File: config.mk
export PLATFORM = sky130hd
export DESIGN_NAME = msp430_per_mailbox
export DESIGN_NICKNAME = d
export VERILOG_FILES = /design/src/rtl/msp430_mbx_pkg.sv /design/src/rtl/msp430_mbx_fifo.sv /design/src/rtl/msp430_per_mailbox.sv
export SDC_FILE = /design/constraint.sdc
export NUM_CORES = 1
export LEC_CHECK = 0
export BUFFER_PORTS_ARGS = -buffer_cell sky130_fd_sc_hd__buf_2
export CORE_ASPECT_RATIO = 1.4
export CORE_MARGIN = 2
export CORE_UTILIZATION = 49
export CTS_BUF_LIST = sky130_fd_sc_hd__clkbuf_4 sky130_fd_sc_hd__clkbuf_8
export DETAILED_ROUTE_END_ITERATION = 7
export GPL_TIMING_DRIVEN = 1
export PLACE_DENSITY_LB_ADDON = 0.1
export SYNTH_ARGS = -nofsm -noshare
export SYNTH_HDL_FRONTEND = slang
export SYNTH_HIERARCHICAL = 1
export SYNTH_SLANG_ARGS = --single-unit
File: constraint.sdc
create_clock -name mclk -period 4.2 [get_ports mclk]
set_clock_uncertainty 0.15 [all_clocks]
set_input_delay 0.21 -clock mclk [delete_from_list [all_inputs] [get_ports mclk]]
set_output_delay 0.21 -clock mclk [all_outputs]
set_load 0.02 [all_outputs]
File: src/rtl/msp430_mbx_pkg.sv
// Shared register map, bit positions and parameter checks for the MSP430
// peripheral-bus mailbox.
package msp430_mbx_pkg;

  localparam logic [1:0] REG_CTRL   = 2'd0;
  localparam logic [1:0] REG_STAT   = 2'd1;
  localparam logic [1:0] REG_TXDATA = 2'd2;
  localparam logic [1:0] REG_RXDATA = 2'd3;

  localparam int CTRL_TX_IE    = 0;
  localparam int CTRL_RX_IE    = 1;
  localparam int CTRL_TX_FLUSH = 2;
  localparam int CTRL_RX_FLUSH = 3;

  localparam int STAT_TX_FULL    = 0;
  localparam int STAT_TX_EMPTY   = 1;
  localparam int STAT_RX_FULL    = 2;
  localparam int STAT_RX_EMPTY   = 3;
  localparam int STAT_TX_OVF     = 4;
  localparam int STAT_RX_UDF     = 5;
  localparam int STAT_RX_CNT_LSB = 8;

  // FIFO depth must be a power of two between 2 and 16 so rx_count fits STAT[12:8]
  function automatic bit depth_is_legal(input int depth);
    return (depth >= 2) && (depth <= 16) && ((depth & (depth - 1)) == 0);
  endfunction

endpackage

File: src/rtl/msp430_mbx_fifo.sv
// Small synchronous FIFO with show-ahead head output; flush overrides any
// same-cycle push or pop.
module msp430_mbx_fifo #(
  parameter int DW    = 16,
  parameter int DEPTH = 8
) (
  input  logic                       mclk,
  input  logic                       reset_n,
  input  logic                       push,
  input  logic                       pop,
  input  logic                       flush,
  input  logic [DW-1:0]              din,
  output logic [DW-1:0]              dout,
  output logic                       full,
  output logic                       empty,
  output logic [$clog2(DEPTH):0]     count
);

  localparam int AW = $clog2(DEPTH);
  localparam int CW = AW + 1;

  logic [DW-1:0] mem [DEPTH];
  logic [AW-1:0] wr_ptr_reg;
  logic [AW-1:0] rd_ptr_reg;
  logic [CW-1:0] count_reg;
  logic          do_push;
  logic          do_pop;

  assign full    = (count_reg == CW'(DEPTH));
  assign empty   = (count_reg == '0);
  assign do_push = push & ~full;
  assign do_pop  = pop & ~empty;
  assign count   = count_reg;
  assign dout    = mem[rd_ptr_reg];

  always_ff @(posedge mclk or negedge reset_n) begin
    if (!reset_n) begin
      wr_ptr_reg <= '0;
      rd_ptr_reg <= '0;
      count_reg  <= '0;
    end else if (flush) begin
      wr_ptr_reg <= '0;
      rd_ptr_reg <= '0;
      count_reg  <= '0;
    end else begin
      if (do_push) wr_ptr_reg <= wr_ptr_reg + AW'(1);
      if (do_pop)  rd_ptr_reg <= rd_ptr_reg + AW'(1);
      case ({do_push, do_pop})
        2'b10:   count_reg <= count_reg + CW'(1);
        2'b01:   count_reg <= count_reg - CW'(1);
        default: count_reg <= count_reg;
      endcase
    end
  end

  // Storage is not reset; the head is only observed while the FIFO is non-empty
  always_ff @(posedge mclk) begin
    if (do_push && !flush) mem[wr_ptr_reg] <= din;
  end

endmodule

File: src/rtl/msp430_per_mailbox.sv
// MSP430 peripheral-bus mailbox: CPU <-> 16-bit valid/ready stream bridge
// through a tx and an rx FIFO, with a registered level interrupt.
module msp430_per_mailbox
  import msp430_mbx_pkg::*;
#(
  parameter int          DW        = 16,
  parameter int          DEPTH     = 8,
  parameter logic [13:0] BASE_ADDR = 14'h00C0
) (
  input  logic          mclk,
  input  logic          reset_n,
  input  logic [13:0]   per_addr,
  input  logic [15:0]   per_din,
  input  logic [1:0]    per_we,
  input  logic          per_en,
  output logic [15:0]   per_dout,
  output logic          irq,
  output logic [DW-1:0] tx_data,
  output logic          tx_valid,
  input  logic          tx_ready,
  input  logic [DW-1:0] rx_data,
  input  logic          rx_valid,
  output logic          rx_ready
);

  localparam int CW = $clog2(DEPTH) + 1;

  if (!depth_is_legal(DEPTH) || DW != 16 || BASE_ADDR[1:0] != 2'b00) begin : g_bad_param
    $error("msp430_per_mailbox: illegal DEPTH, DW or BASE_ADDR");
  end

  logic          sel, is_write;
  logic [1:0]    reg_sel;
  logic [15:0]   wdata;
  logic          ctrl_wr, stat_wr, tx_push, rx_rd;
  logic          tx_flush, rx_flush;
  logic          tx_full, tx_empty, rx_full, rx_empty;
  logic [CW-1:0] tx_count, rx_count;
  logic [DW-1:0] tx_head, rx_head;
  logic          tx_ie_reg, rx_ie_reg, tx_ovf_reg, rx_udf_reg, irq_reg;
  logic [15:0]   stat;

  assign sel      = per_en & (per_addr[13:2] == BASE_ADDR[13:2]);
  assign reg_sel  = per_addr[1:0];
  assign is_write = |per_we;
  assign wdata    = {per_we[1] ? per_din[15:8] : 8'h00, per_we[0] ? per_din[7:0] : 8'h00};

  assign ctrl_wr  = sel & is_write & (reg_sel == REG_CTRL);
  assign stat_wr  = sel & is_write & (reg_sel == REG_STAT);
  assign tx_push  = sel & is_write & (reg_sel == REG_TXDATA);
  assign rx_rd    = sel & ~is_write & (reg_sel == REG_RXDATA);
  assign tx_flush = ctrl_wr & wdata[CTRL_TX_FLUSH];
  assign rx_flush = ctrl_wr & wdata[CTRL_RX_FLUSH];

  msp430_mbx_fifo #(.DW(DW), .DEPTH(DEPTH)) u_tx_fifo (
    .mclk(mclk), .reset_n(reset_n),
    .push(tx_push), .pop(tx_valid & tx_ready), .flush(tx_flush),
    .din(wdata), .dout(tx_head),
    .full(tx_full), .empty(tx_empty), .count(tx_count)
  );

  msp430_mbx_fifo #(.DW(DW), .DEPTH(DEPTH)) u_rx_fifo (
    .mclk(mclk), .reset_n(reset_n),
    .push(rx_valid & rx_ready), .pop(rx_rd), .flush(rx_flush),
    .din(rx_data), .dout(rx_head),
    .full(rx_full), .empty(rx_empty), .count(rx_count)
  );

  assign tx_valid = ~tx_empty;
  assign tx_data  = tx_empty ? '0 : tx_head;
  assign rx_ready = ~rx_full;
  assign irq      = irq_reg;

  always_ff @(posedge mclk or negedge reset_n) begin
    if (!reset_n) begin
      tx_ie_reg  <= 1'b0;
      rx_ie_reg  <= 1'b0;
      tx_ovf_reg <= 1'b0;
      rx_udf_reg <= 1'b0;
      irq_reg    <= 1'b0;
    end else begin
      if (ctrl_wr) begin
        tx_ie_reg <= wdata[CTRL_TX_IE];
        rx_ie_reg <= wdata[CTRL_RX_IE];
      end
      if (tx_push && tx_full)                  tx_ovf_reg <= 1'b1;
      else if (stat_wr && wdata[STAT_TX_OVF])  tx_ovf_reg <= 1'b0;
      if (rx_rd && rx_empty)                   rx_udf_reg <= 1'b1;
      else if (stat_wr && wdata[STAT_RX_UDF])  rx_udf_reg <= 1'b0;
      irq_reg <= (tx_ie_reg & tx_empty) | (rx_ie_reg & ~rx_empty);
    end
  end

  always_comb begin
    stat = '0;
    stat[STAT_TX_FULL]  = tx_full;
    stat[STAT_TX_EMPTY] = tx_empty;
    stat[STAT_RX_FULL]  = rx_full;
    stat[STAT_RX_EMPTY] = rx_empty;
    stat[STAT_TX_OVF]   = tx_ovf_reg;
    stat[STAT_RX_UDF]   = rx_udf_reg;
    stat[STAT_RX_CNT_LSB +: 5] = 5'(rx_count);
  end

  always_comb begin
    per_dout = '0;
    if (sel && !is_write) begin
      case (reg_sel)
        REG_CTRL: begin
          per_dout[CTRL_TX_IE] = tx_ie_reg;
          per_dout[CTRL_RX_IE] = rx_ie_reg;
        end
        REG_STAT:   per_dout = stat;
        REG_RXDATA: per_dout = rx_empty ? 16'h0000 : rx_head;
        default:    per_dout = '0;
      endcase
    end
  end

  // The tx occupancy is only visible through full/empty; keep it bounded
  a_tx_count_bound: assert property (@(posedge mclk) disable iff (!reset_n)
    (tx_count <= CW'(DEPTH)) && (rx_count <= CW'(DEPTH)));

endmodule

### Word level (Yosys, flattened, before mapping)

Memories as Yosys holds them, arrays and structs flattened.
Cells that the tools add are included.

* add/sub/neg operators: 8
* equality and inequality tests: 10
* multiplexer cells: 27
* bitwise logic cells: 23
* reductions and logical operators: 22

Operator list (count)
* $mux 16: 3
* $pmux 14 s2: 1
* $mux 3: 8
* $and 1x1->1: 17
* $mux 8: 2
* $pmux 4 s2: 2
* $add 3x1->3 const B: 4
* $eq 12x6->1 const B: 1
* $reduce_bool 2->1: 6
* $add 4x1->4 const B: 2
* $eq 2x2->1 const B: 4
* $eq 4x4->1 const B: 2
* $logic_not 4->1: 2
* $mux 1: 8
* $mux 4: 2
* $sub 4x1->4 const B: 2
* $logic_and 1x1->1: 7
* $eq 2x1->1 const B: 3
* $pmux 2 s3: 1
* $reduce_bool 3->1: 2
* $not 1->1: 5
* $logic_not 1->1: 3
* $logic_not 2->1: 1
* $reduce_or 2->1: 1
* $or 1x1->1: 1

* register bits: 25
* RAM bits: 256
* bits of input ports: 53
* output and inout bits: 35
* memories kept: 2

Memory list
* u_rx_fifo.mem: depth 8, width 16, read ports 1, clocked after Yosys merged registers in 0, write ports 1, RTL line msp430_mbx_fifo.sv:22 `logic [DW-1:0] mem [DEPTH];`
* u_tx_fifo.mem: depth 8, width 16, read ports 1, clocked after Yosys merged registers in 0, write ports 1, RTL line msp430_mbx_fifo.sv:22

### Depth between registers and ports, before layout

Gate-level depths: netlist (run 1).

* depth in word-level cells: 9
* mapped depth: 12
* mapped depth without buffers: 10

### Hierarchy

Netlist (run 1), hierarchy kept.

By module, submodules not included
* msp430_mbx_fifo: times used 2, cells each 263, area an instance 5509.0 sq um, sequential area each 4093.9 sq um
* msp430_per_mailbox: times used 1, cells each 110, area an instance 784.5 sq um, sequential area each 125.1 sq um

### Least setup slack after synthesis (run 1)

OpenSTA, ideal clock, no wires.

* kind: register -> register
* start point: register u_rx_fifo.count_reg[1] (netlist: u_rx_fifo/count[1])
* end point: memory u_rx_fifo.mem[0][0] (enable)
* library setup time: 0.409 ns
* data arrival time: 2.657 ns
* data required time: 3.641 ns
* setup slack: 0.984 ns
* cell stages (with the launch flop): 9
* path buffers: 2
* period minus slack after synthesis: 3.216 ns
* cell sequence: dfrtp_1 -> or4b_4 -> buf_6 -> inv_1 -> nor2b_1 -> clkbuf_1 -> and3b_1 -> nand2b_1 -> nor3_1

* longest elaborated chain between the ends: 7

RTL lines
* start, declared: RTL line msp430_mbx_fifo.sv:25 `logic [CW-1:0] count_reg;`
* start signal, assigned: RTL line msp430_mbx_fifo.sv:49 `2'b10: count_reg <= count_reg + CW'(1);`
* start signal, assigned: RTL line msp430_mbx_fifo.sv:50 `2'b01: count_reg <= count_reg - CW'(1);`
* start signal, assigned: RTL line msp430_mbx_fifo.sv:51 `default: count_reg <= count_reg;`
* $eq 4x4->1 (*): RTL line msp430_mbx_fifo.sv:29 `assign full = (count_reg == CW'(DEPTH));`
* net rx_full: RTL line msp430_per_mailbox.sv:37 `logic tx_full, tx_empty, rx_full, rx_empty;`
* $not 1->1 (*): RTL line msp430_mbx_fifo.sv:31, msp430_per_mailbox.sv:71
* $and 1x1->1: RTL line msp430_per_mailbox.sv:64 `.push(rx_valid & rx_ready), .pop(rx_rd), .flush(rx_flush),`
* $and 1x1->1 (*): RTL line msp430_mbx_fifo.sv:31 `assign do_push = push & ~full;`
* $logic_and 1x1->1 (*): RTL line msp430_mbx_fifo.sv:58 `if (do_push && !flush) mem[wr_ptr_reg] <= din;`
* $mux 1 (*): RTL line msp430_mbx_fifo.sv:58
* $mux 1 (implied by the code) (*): RTL line msp430_mbx_fifo.sv:58
* end, declared: RTL line msp430_mbx_fifo.sv:22

Mark *: on every way through the listed nets, which the timed path passes. The rest lies on a longest branch.

### Worst setup path in the final report (run 1)

* start point: register u_rx_fifo.rd_ptr_reg[0]
* end point: output port per_dout[14]

* longest elaborated chain between the ends: 4

RTL lines
* start, declared: RTL line msp430_mbx_fifo.sv:24 `logic [AW-1:0] rd_ptr_reg;`
* start signal, assigned: RTL line msp430_mbx_fifo.sv:47 `if (do_pop) rd_ptr_reg <= rd_ptr_reg + AW'(1);`
* $mem_v2 8x16
* net rx_head[14]: RTL line msp430_per_mailbox.sv:39 `logic [DW-1:0] tx_head, rx_head;`
* $mux 16: RTL line msp430_per_mailbox.sv:114 `REG_RXDATA: per_dout = rx_empty ? 16'h0000 : rx_head;`
* $pmux 14 s2: RTL line msp430_per_mailbox.sv:108 `case (reg_sel)`
* $mux 16: RTL line msp430_per_mailbox.sv:107 `if (sel && !is_write) begin`
* end, declared: RTL line msp430_per_mailbox.sv:16 `output logic [15:0] per_dout,`

The timed path passes the listed nets, and every way through them passes these cells.

==> results_dict.tcl, run 1 <==
set metrics [dict create \
    grt-ovfl-total 0 \
    max_freq_ghz 0.302 \
    endpoint "per_dout[14]" \
    maxCapViolations 0 \
    start_util_pct 49.6 \
    core-area_um2 23800 \
    dpl.hpwl_um 14900 \
    async_flop_share_pct 8.90 \
    synth.net_count 699 \
    fp.dieArea_um2 25400 \
    cts_sinks 281 \
    avgRoutedWirePerCell_um 21.4 \
    hold_viol_final 0 \
    io_buffer_count 87 \
    netlist.area_leader.share_pct 65.1 \
    p_leak_nw 4.73 \
    reg2reg_depth 9 \
    cts_buffer_depth 3 \
    cp.required_ns 3.84 \
    layout_min_cycle_time_ns 3.31 \
    power_mw 7.56 \
    drtAntennaViolNets 0 \
    synth_edf_count 256 \
    route.met2.wl_um 12800 \
    vias_per_cell 5.54 \
    ir_drop_uv 408 \
    die_w_um 135 \
    wl_met3_um 1310 \
    grt_pass1_vias 6785 \
    netlist_instances 636 \
    start_kind "flop" \
    pin_count 88 \
    ff2ff_setup_slack_ns 0.96 \
    syn_area_um2 11800 \
    grt_max_degree 35 \
    r2r-start "u_rx_fifo/count[0]" \
    rsz0062_at_grt "no" \
    pre_cts_ws_ns 0.973 \
    critPathLaunch "u_rx_fifo/rd_ptr_reg[0]" \
    drt_iter0_drc 334 \
    grt_first_pass_wirelength_um 37600 \
    num_vias 6240 \
    p_per_area_nw_per_um2 546 \
    layout.cells.non_filler 1127 \
    clk_latency_ns 0.53 \
    reg_top3 "u_rx_fifo/mem: 128 flops, u_tx_fifo/mem: 128 flops" \
    cts_max_level 2 \
    gp_congestion 0.747 \
    place_inst 1023 \
    holdBufCountCts 29 \
    path_class "flop to output port" \
    ys_warn_count 6 \
    drc 0 \
    synth_area_leaders "edfxtp_1, mux4_2, dfrtp_1, mux2_2, nor2_1" \
    routed.top_layer "met5" \
    numCtsBuffers 41 \
    synth-seq-area-share_pct 70.4 \
    hp-class "primary input to flop" \
    area_delta_synth_final_pct 17.2 \
    post_cts_buffers 0 \
    cts_tree "yes" \
    cts-resized-gates 0 \
    postPlaceCellArea_um2 12700 \
    final_nets 848 \
    clk_pin_slew_ns 0.06 \
    slew_headroom_pct 29.7 \
    grt_usage_pct 19.9 \
    drv_slew 0 \
    synth_cell_types 50 \
    drt-met1-wl_um 9480 \
    cp-end-kind "output port" \
    setup_viol 0 \
    ys_seq_elements 281 \
    timing.rr.end "u_rx_fifo/count[3]" \
    antenna_found_initial 1 \
    synth-main-ff-cell "edfxtp_1" \
    final_area_um2 13800 \
    routed_wl_um 24100 \
    insertedDiodeCount 0 \
    setup_tns_ns 0 \
    cts_root_buf "clkbuf_8" \
    period_share_pct 78.8 \
    n_fill_cell 1866 \
    arrival_ns 2.95 \
    status "finished clean" \
    rows 67 \
    synth_top_cell_by_area "edfxtp_1" \
    syn_area_per_cell_um2 18.6 \
    path_max_fanout 27 \
    first_pass_iters 4 \
    die_h_um 188 \
    drive_gt1_share_pct 36.4 \
    worst_pin_slew_ns 1.05 \
    setup_slack_ns 0.890 \
]
-- synthesized netlist by cell type (4+ instances only) --
master,instances
edfxtp_1,256
mux4_2,64
nor2_1,48
mux2_2,32
dfrtp_1,25
clkbuf_1,21
and2_1,20
nor2b_1,20
nand2_1,16
inv_1,10
mux2i_1,10
ha_1,8
nand3_1,8
nor3_1,8
a21oi_1,7
a22oi_1,7
buf_2,6
nand2b_1,6
xnor2_1,6
xor2_1,6
a211oi_1,4
buf_6,4
-- layout by cell type (no fill, tap or decap), types with 7 or more instances in the layout --
master and n:
mux4_2 64, inv_1 10, edfxtp_1 256, and2_1 20
nor2_1 48, a22oi_1 7, mux2i_1 10, nor2b_1 20
a21oi_1 7, buf_2 87, clkinv_1 8, nand3_1 8
dfrtp_1 22, dlygate4sd3_1 29, buf_4 24, nand2_1 16
mux2_2 32, ha_1 8, clkbuf_8 44, clkbuf_4 15
-- critical path, stage by stage, from the launching register on --
cell and delay [ns]:
dfrtp_2 0.97, buf_4 0.35, mux4_2 0.53, mux2_2 0.27, and2_1 0.13, buf_2 0.15
-- per-layer routing --
layer	up-vias	GRT usage, %
li1	2823	-
met1	3190	24.1
met2	186	35.3
met3	39	4.16
met4	2	6.49
met5	-	0
-- power breakdown --
group          internal, mW  total [mW]  leakage [nW]  switching (mW)
Combinational         0.819        1.65          1.72           0.835
Sequential             3.31        3.63          2.56           0.312
Clock                  1.29        2.27         0.459           0.980
-- area by class of cell --
cell class,instances,area [µm²],area share (%)
clock inverters,16,158,1.14
flip-flops and latches,281,8320,60.1
repair buffers,140,906,6.55
multi-input cells,311,3310,23.9
clock buffers,59,718,5.19
well taps,310,388,2.80
inverters,10,37.5,0.271
-- metrics by stage --
step / hold slack [ns] / utilization [%]
floorplan: -0.236 / -
global placement: 0.0992 / 53.2
detailed placement: 0.103 / 53.2
CTS: 0.00714 / 58.1
global route: 0.0409 / 58.1
finish: 0.0422 / 58.1
-- worst min path at each step --
stage / end / cells after the start / from
global placement: u_tx_fifo/count[2] / 1 / reset_n
detailed placement: u_tx_fifo/rd_ptr_reg[0] / 1 / reset_n
global route: u_tx_fifo/mem[0][8] / 2 / per_din[8]
finish: u_tx_fifo/mem[5][12] / 2 / per_din[12]
CTS: u_tx_fifo/mem[7][8] / 2 / per_din[8]
floorplan: irq / 0 / reset_n
-- logic make-up (layout without fill, tap and decap cells) --
logic type               count (synthesis)  in the layout  synth area share, %
AND/OR/NAND/NOR                        145            145                 6.86
AO/OA/AOI/OAI                           36             36                 2.54
flip-flops                             281            281                 70.4
XOR/XNOR                                12             12                0.890
multiplexers                           108            108                 16.4
adder cells (fa/ha/maj)                 10             10                 1.19
buffers and inverters                   44            225                 1.72
Note: power is estimated with default switching activity, not from simulation.
==> run 2: changes to the inputs <==
clock period = 2.7 ns   (was 4.2 ns; I/O delays follow)
==> results_dict.tcl, run 2 (synthesis results as in run 1) <==
set metrics [dict create \
    rows 67 \
    start_util_pct 49.6 \
    ir_drop_uv 464 \
    core-area_um2 23800 \
    routed_wl_um 26000 \
    die_w_um 135 \
    hold_depth 5 \
    pin_count 88 \
    vias_per_cell 5.50 \
    postPlaceCellArea_um2 13200 \
    num_vias 6545 \
    p_per_area_nw_per_um2 834 \
    switchingPower_mw 3.54 \
    cts_root_buf "clkbuf_8" \
    drive_gt1_share_pct 43.1 \
    rsz0062_at_grt "yes" \
    hold_start "per_addr[10]" \
    drc 0 \
    start_kind "flop" \
    comb_power_share_pct 28.2 \
    reg_top3 "u_rx_fifo/mem: 128 flops, u_tx_fifo/mem: 128 flops" \
    clkPwrFrac_pct 29.2 \
    swShare_pct 28.2 \
    setup_slack_ns -0.0633 \
    final_common_cell "edfxtp_1" \
    grt_first_pass_wirelength_um 39600 \
    status "finished, violations left" \
    maxCapViolations 0 \
    drtAntennaViolNets 0 \
    seq_power_share_pct 42.6 \
    cp.required_ns 2.41 \
    setup_tns_ns -0.233 \
    r2r-start "u_rx_fifo/count[1]" \
    numCtsBuffers 43 \
    slew_headroom_pct 40.0 \
    grt_pass1_vias 7036 \
    fp.dieArea_um2 25400 \
    hp-class "primary input to flop" \
    grt-ovfl-total 0 \
    final_area_um2 15000 \
    drv_slew 0 \
    grt_usage_pct 20.9 \
    hold_viol_final 0 \
    gp_congestion 0.807 \
    io_buffer_count 87 \
    cp-end-kind "output port" \
    cts_tree "yes" \
    final_cell_mix "edfxtp_1, buf_2, mux4_2, clkbuf_8, buf_4" \
    cts_buffer_depth 3 \
    avgRoutedWirePerCell_um 21.8 \
    path_max_fanout 6 \
    worst_pin_slew_ns 0.899 \
    max_freq_ghz 0.362 \
    timing.rr.end "u_rx_fifo/count[3]" \
    p_leak_nw 5.21 \
    period_share_pct 102 \
    p_int_mw 9.01 \
    final_nets 912 \
    clk_latency_ns 0.56 \
    cts_sinks 281 \
    drt_iter0_drc 419 \
    first_pass_iters 4 \
    antenna_found_initial 1 \
    dpl.hpwl_um 16100 \
    holdWs_ns 0.0655 \
    arrival_ns 2.48 \
    violations "setup timing" \
    die_h_um 188 \
    hold_end "tx_ie_reg" \
    path_class "flop to output port" \
    layout_min_cycle_time_ns 2.76 \
    reg2reg_depth 8 \
    ff2ff_setup_slack_ns 0.06 \
    grt_max_degree 35 \
    setup_viol 9 \
    clk_pin_slew_ns 0.06 \
    cts_max_level 2 \
    area_delta_synth_final_pct 27.4 \
]
==> run 2: changes by cell type in the layout (fill, tap and decap cells not counted), sizes merged <==
cell | before | now
dlygate4sd3 | 29 | 42
buf | 111 | 157
clkbuf | 59 | 64
inv | 12 | 11
clkinv | 10 | 8
diode | 0 | 1
==> run 2: worst max path at each step <==
stage / start / endpoint / slack, ns / depth (start not counted)
final: u_rx_fifo/rd_ptr_reg[0] / per_dout[1] / -0.06 / 6
after floorplan: u_rx_fifo/count[0] / u_rx_fifo/count[3] / -0.21 / 12
after CTS: u_rx_fifo/rd_ptr_reg[0] / per_dout[2] / -0.11 / 7
after detailed placement: per_addr[3] / u_tx_fifo/count[3] / -0.17 / 12
after global placement: per_addr[3] / u_tx_fifo/count[3] / -0.13 / 12
after global routing: u_rx_fifo/rd_ptr_reg[0] / per_dout[3] / -0.16 / 8
==> run 2: critical path, stage by stage, from the launching register on <==
cell	delay (ns)
dfrtp_2	0.49
buf_12	0.18
mux4_2	0.54
mux2_4	0.31
a31oi_4	0.17
nor2_2	0.08
buf_4	0.16
==> run 2: power groups by stage <==
stage                     Combinational, mW  Sequential (mW)  Clock, mW
after floorplan                        2.14             5.43          0
after global placement                 3.10             5.41          0
after detailed placement               3.16             5.44          0
after CTS                              3.30             5.37       3.74
after global routing                   3.83             5.38       3.91
final                                  3.53             5.35       3.66
==> run 2: layer usage <==
layer  track usage [%]  routed length (µm)  vias up
li1                  -                   -     2964
met1              25.2               10200     3367
met2              37.9               14000      154
met3              3.27                 927       60
met4              7.61                 849        0
met5                 0                   0        -
==> run 2: metrics by stage <==
stage,cells,total power [mW],utilization [%],setup WS (ns)
2_1_floorplan,636,7.57,-,-0.210
3_3_place_gp,1056,8.51,55.3,-0.131
3_5_place_dp,1056,8.61,55.3,-0.166
4_1_cts,1180,12.4,61.9,-0.108
5_1_grt,1189,13.1,63.1,-0.156
6_report,1189,12.5,63.1,-0.0633
==> run 2: repair_timing <==
| action | in CTS | in global routing |
|---|---|---|
| cloned | 3 | 3 |
| endpoints found under the hold margin | 290 | 0 |
| setup buffers | 4 | 6 |
| gates resized for setup | 29 | 47 |
| endpoints found under the setup margin | 12 | 58 |
| hold buffers | 43 | 0 |
| pin swaps | 6 | 10 |
==> run 2: layout make-up <==
type | count | area, µm²
clock inverters | 13 | 153
multi-input cells | 311 | 3520
diodes | 1 | 2.50
flip-flops and latches | 281 | 8320
repair buffers | 202 | 1870
clock buffers | 61 | 746
inverters | 10 | 37.5
fillers | 1731 | 8770
well taps | 310 | 388
==> run 3: changes to the inputs <==
SKIP_CTS_REPAIR_TIMING = 1   (was default)
==> results_dict.tcl, run 3 (synthesis results as in run 1) <==
set metrics [dict create \
    drtAntennaViolNets 0 \
    status "finished, violations left" \
    endpoint "per_dout[11]" \
    critPathLaunch "u_rx_fifo/rd_ptr_reg[0]" \
    timing.rr.end "u_rx_fifo/count[3]" \
    postPlaceCellArea_um2 13200 \
    rsz0062_at_grt "yes" \
    setup_slack_ns -0.117 \
    p_int_mw 8.84 \
    path_buf_inv 3 \
    p_per_area_nw_per_um2 831 \
    grt_first_pass_wirelength_um 38300 \
    core-area_um2 23800 \
    cts_buffer_depth 3 \
    r2r-start "u_rx_fifo/count[1]" \
    comb_power_share_pct 26.7 \
    pin_count 88 \
    pre_cts_ws_ns -0.166 \
    hp-class "primary input to async pin" \
    cp_slowest_stage_delay_ns 0.53 \
    final_area_um2 14800 \
    seq_power_share_pct 43.5 \
    fp.dieArea_um2 25400 \
    clk_pin_slew_ns 0.06 \
    swShare_pct 28.1 \
    cp_cell_sequence "buf_6 > clkbuf_16 > mux4_2 > mux2_2 > a22oi_2 > nor2_1 > buf_2" \
    die_w_um 135 \
    power_mw 12.3 \
    antenna_found_initial 0 \
    setup_viol 16 \
    slew_headroom_pct 34.4 \
    ff2ff_setup_slack_ns 0.06 \
    holdWs_ns -0.0200 \
    ir_drop_uv 580 \
    maxCapViolations 0 \
    cts_sinks 281 \
    arrival_ns 2.53 \
    dpl.hpwl_um 16100 \
    layout.cells.non_filler 1184 \
    reg2reg_depth 8 \
    utilization_pct 62.2 \
    cts_max_level 2 \
    num_vias 6517 \
    max_freq_ghz 0.355 \
    cts_root_buf "clkbuf_8" \
    clkPwrFrac_pct 29.7 \
    violations "hold timing, setup timing" \
    critPathTopFamily "multiplexers" \
    drc 0 \
    start_kind "flop" \
    grt_max_degree 35 \
    path_depth 7 \
    switchingPower_mw 3.46 \
    drv_slew 0 \
    start_util_pct 49.6 \
    place_inst 1056 \
    first_pass_iters 4 \
    drt_iter0_drc 388 \
    path_class "flop to output port" \
    clk_latency_ns 0.56 \
    hold_viol_final 26 \
    cts_tree "yes" \
    avgRoutedWirePerCell_um 21.6 \
    worst_pin_slew_ns 0.982 \
    drive_gt1_share_pct 42.2 \
    rows 67 \
    grt_usage_pct 20.2 \
    reg_top3 "u_rx_fifo/mem: 128 flops, u_tx_fifo/mem: 128 flops" \
    cp.required_ns 2.41 \
    layout_min_cycle_time_ns 2.82 \
    numCtsBuffers 43 \
    p_leak_nw 5.13 \
    slowest_stage "mux4_2" \
    gp_congestion 0.807 \
    insertedDiodeCount 0 \
    path_max_fanout 6 \
    cp-end-kind "output port" \
    vias_per_cell 5.50 \
    area_delta_synth_final_pct 25.5 \
    final_nets 908 \
    period_share_pct 104 \
    final_common_cell "edfxtp_1" \
    die_h_um 188 \
    final_cell_mix "edfxtp_1, buf_2, mux4_2, buf_4, clkbuf_8" \
    grt_pass1_vias 6871 \
    grt-ovfl-total 0 \
    routed_wl_um 25600 \
    io_buffer_count 87 \
]
## run 3: changes by cell type in the layout (fill, tap and decap cells not counted), sizes merged
cell / delta
dlygate4sd3: -3
buf: -1
diode: -1
## run 3: how the worst min path moves through the flow
| stage | start | end | slack (ns) | cells after the start |
|---|---|---|---|---|
| 6_report | reset_n | u_tx_fifo/rd_ptr_reg[2] | -0.02 | 2 |
| 4_1_cts | reset_n | tx_ovf_reg | -0.58 | 1 |
| 2_1_floorplan | reset_n | irq | -0.31 | 0 |
| 5_1_grt | per_din[4] | u_tx_fifo/mem[4][4] | -0.0009 | 2 |
| 3_5_place_dp | reset_n | u_tx_fifo/rd_ptr_reg[1] | 0.03 | 1 |
| 3_3_place_gp | reset_n | u_tx_fifo/rd_ptr_reg[2] | 0.02 | 1 |
## run 3: metrics by stage
stage | TNS, ns | hold slack, ns
5_1_grt | -2.28 | -0.000907
6_report | -1.09 | -0.0200
2_1_floorplan | -0.210 | -0.311
3_3_place_gp | -4.55 | 0.0183
4_1_cts | -1.43 | -0.576
3_5_place_dp | -7.72 | 0.0257
## run 3: metal layers
metal / up-vias / wire [µm] / track usage [%]
li1: 2950 / - / -
met1: 3352 / 10000 / 24.2
met2: 162 / 13800 / 36.7
met3: 53 / 1040 / 3.38
met4: 0 / 731 / 7.09
met5: - / 0 / 0
## run 3: power by group through the flow
stage,clock network (mW),logic (mW),registers (mW)
floorplan,0,2.14,5.43
global placement,0,3.10,5.41
detailed placement,0,3.16,5.44
CTS,3.74,3.17,5.35
global route,3.91,3.58,5.39
finish,3.66,3.29,5.36
## run 3: cell type report
cell class                 instances  area [µm²]
inverter                          10        37.5
clock buffer                      61         746
fill                            1760        9000
sequential                       281        8320
clock inverter                    13         153
tap                              310         388
multi-input combinational        311        3440
timing repair buffer             198        1720
## run 3: worst register-to-register path, cell delays in order, from the launching register on
cell	delay, ns
dfrtp_1	0.38
or4b_4	0.55
buf_4	0.18
a21oi_4	0.21
ha_4	0.25
a21oi_4	0.12
nand2_1	0.08
or4b_1	0.51
o311ai_1	0.09
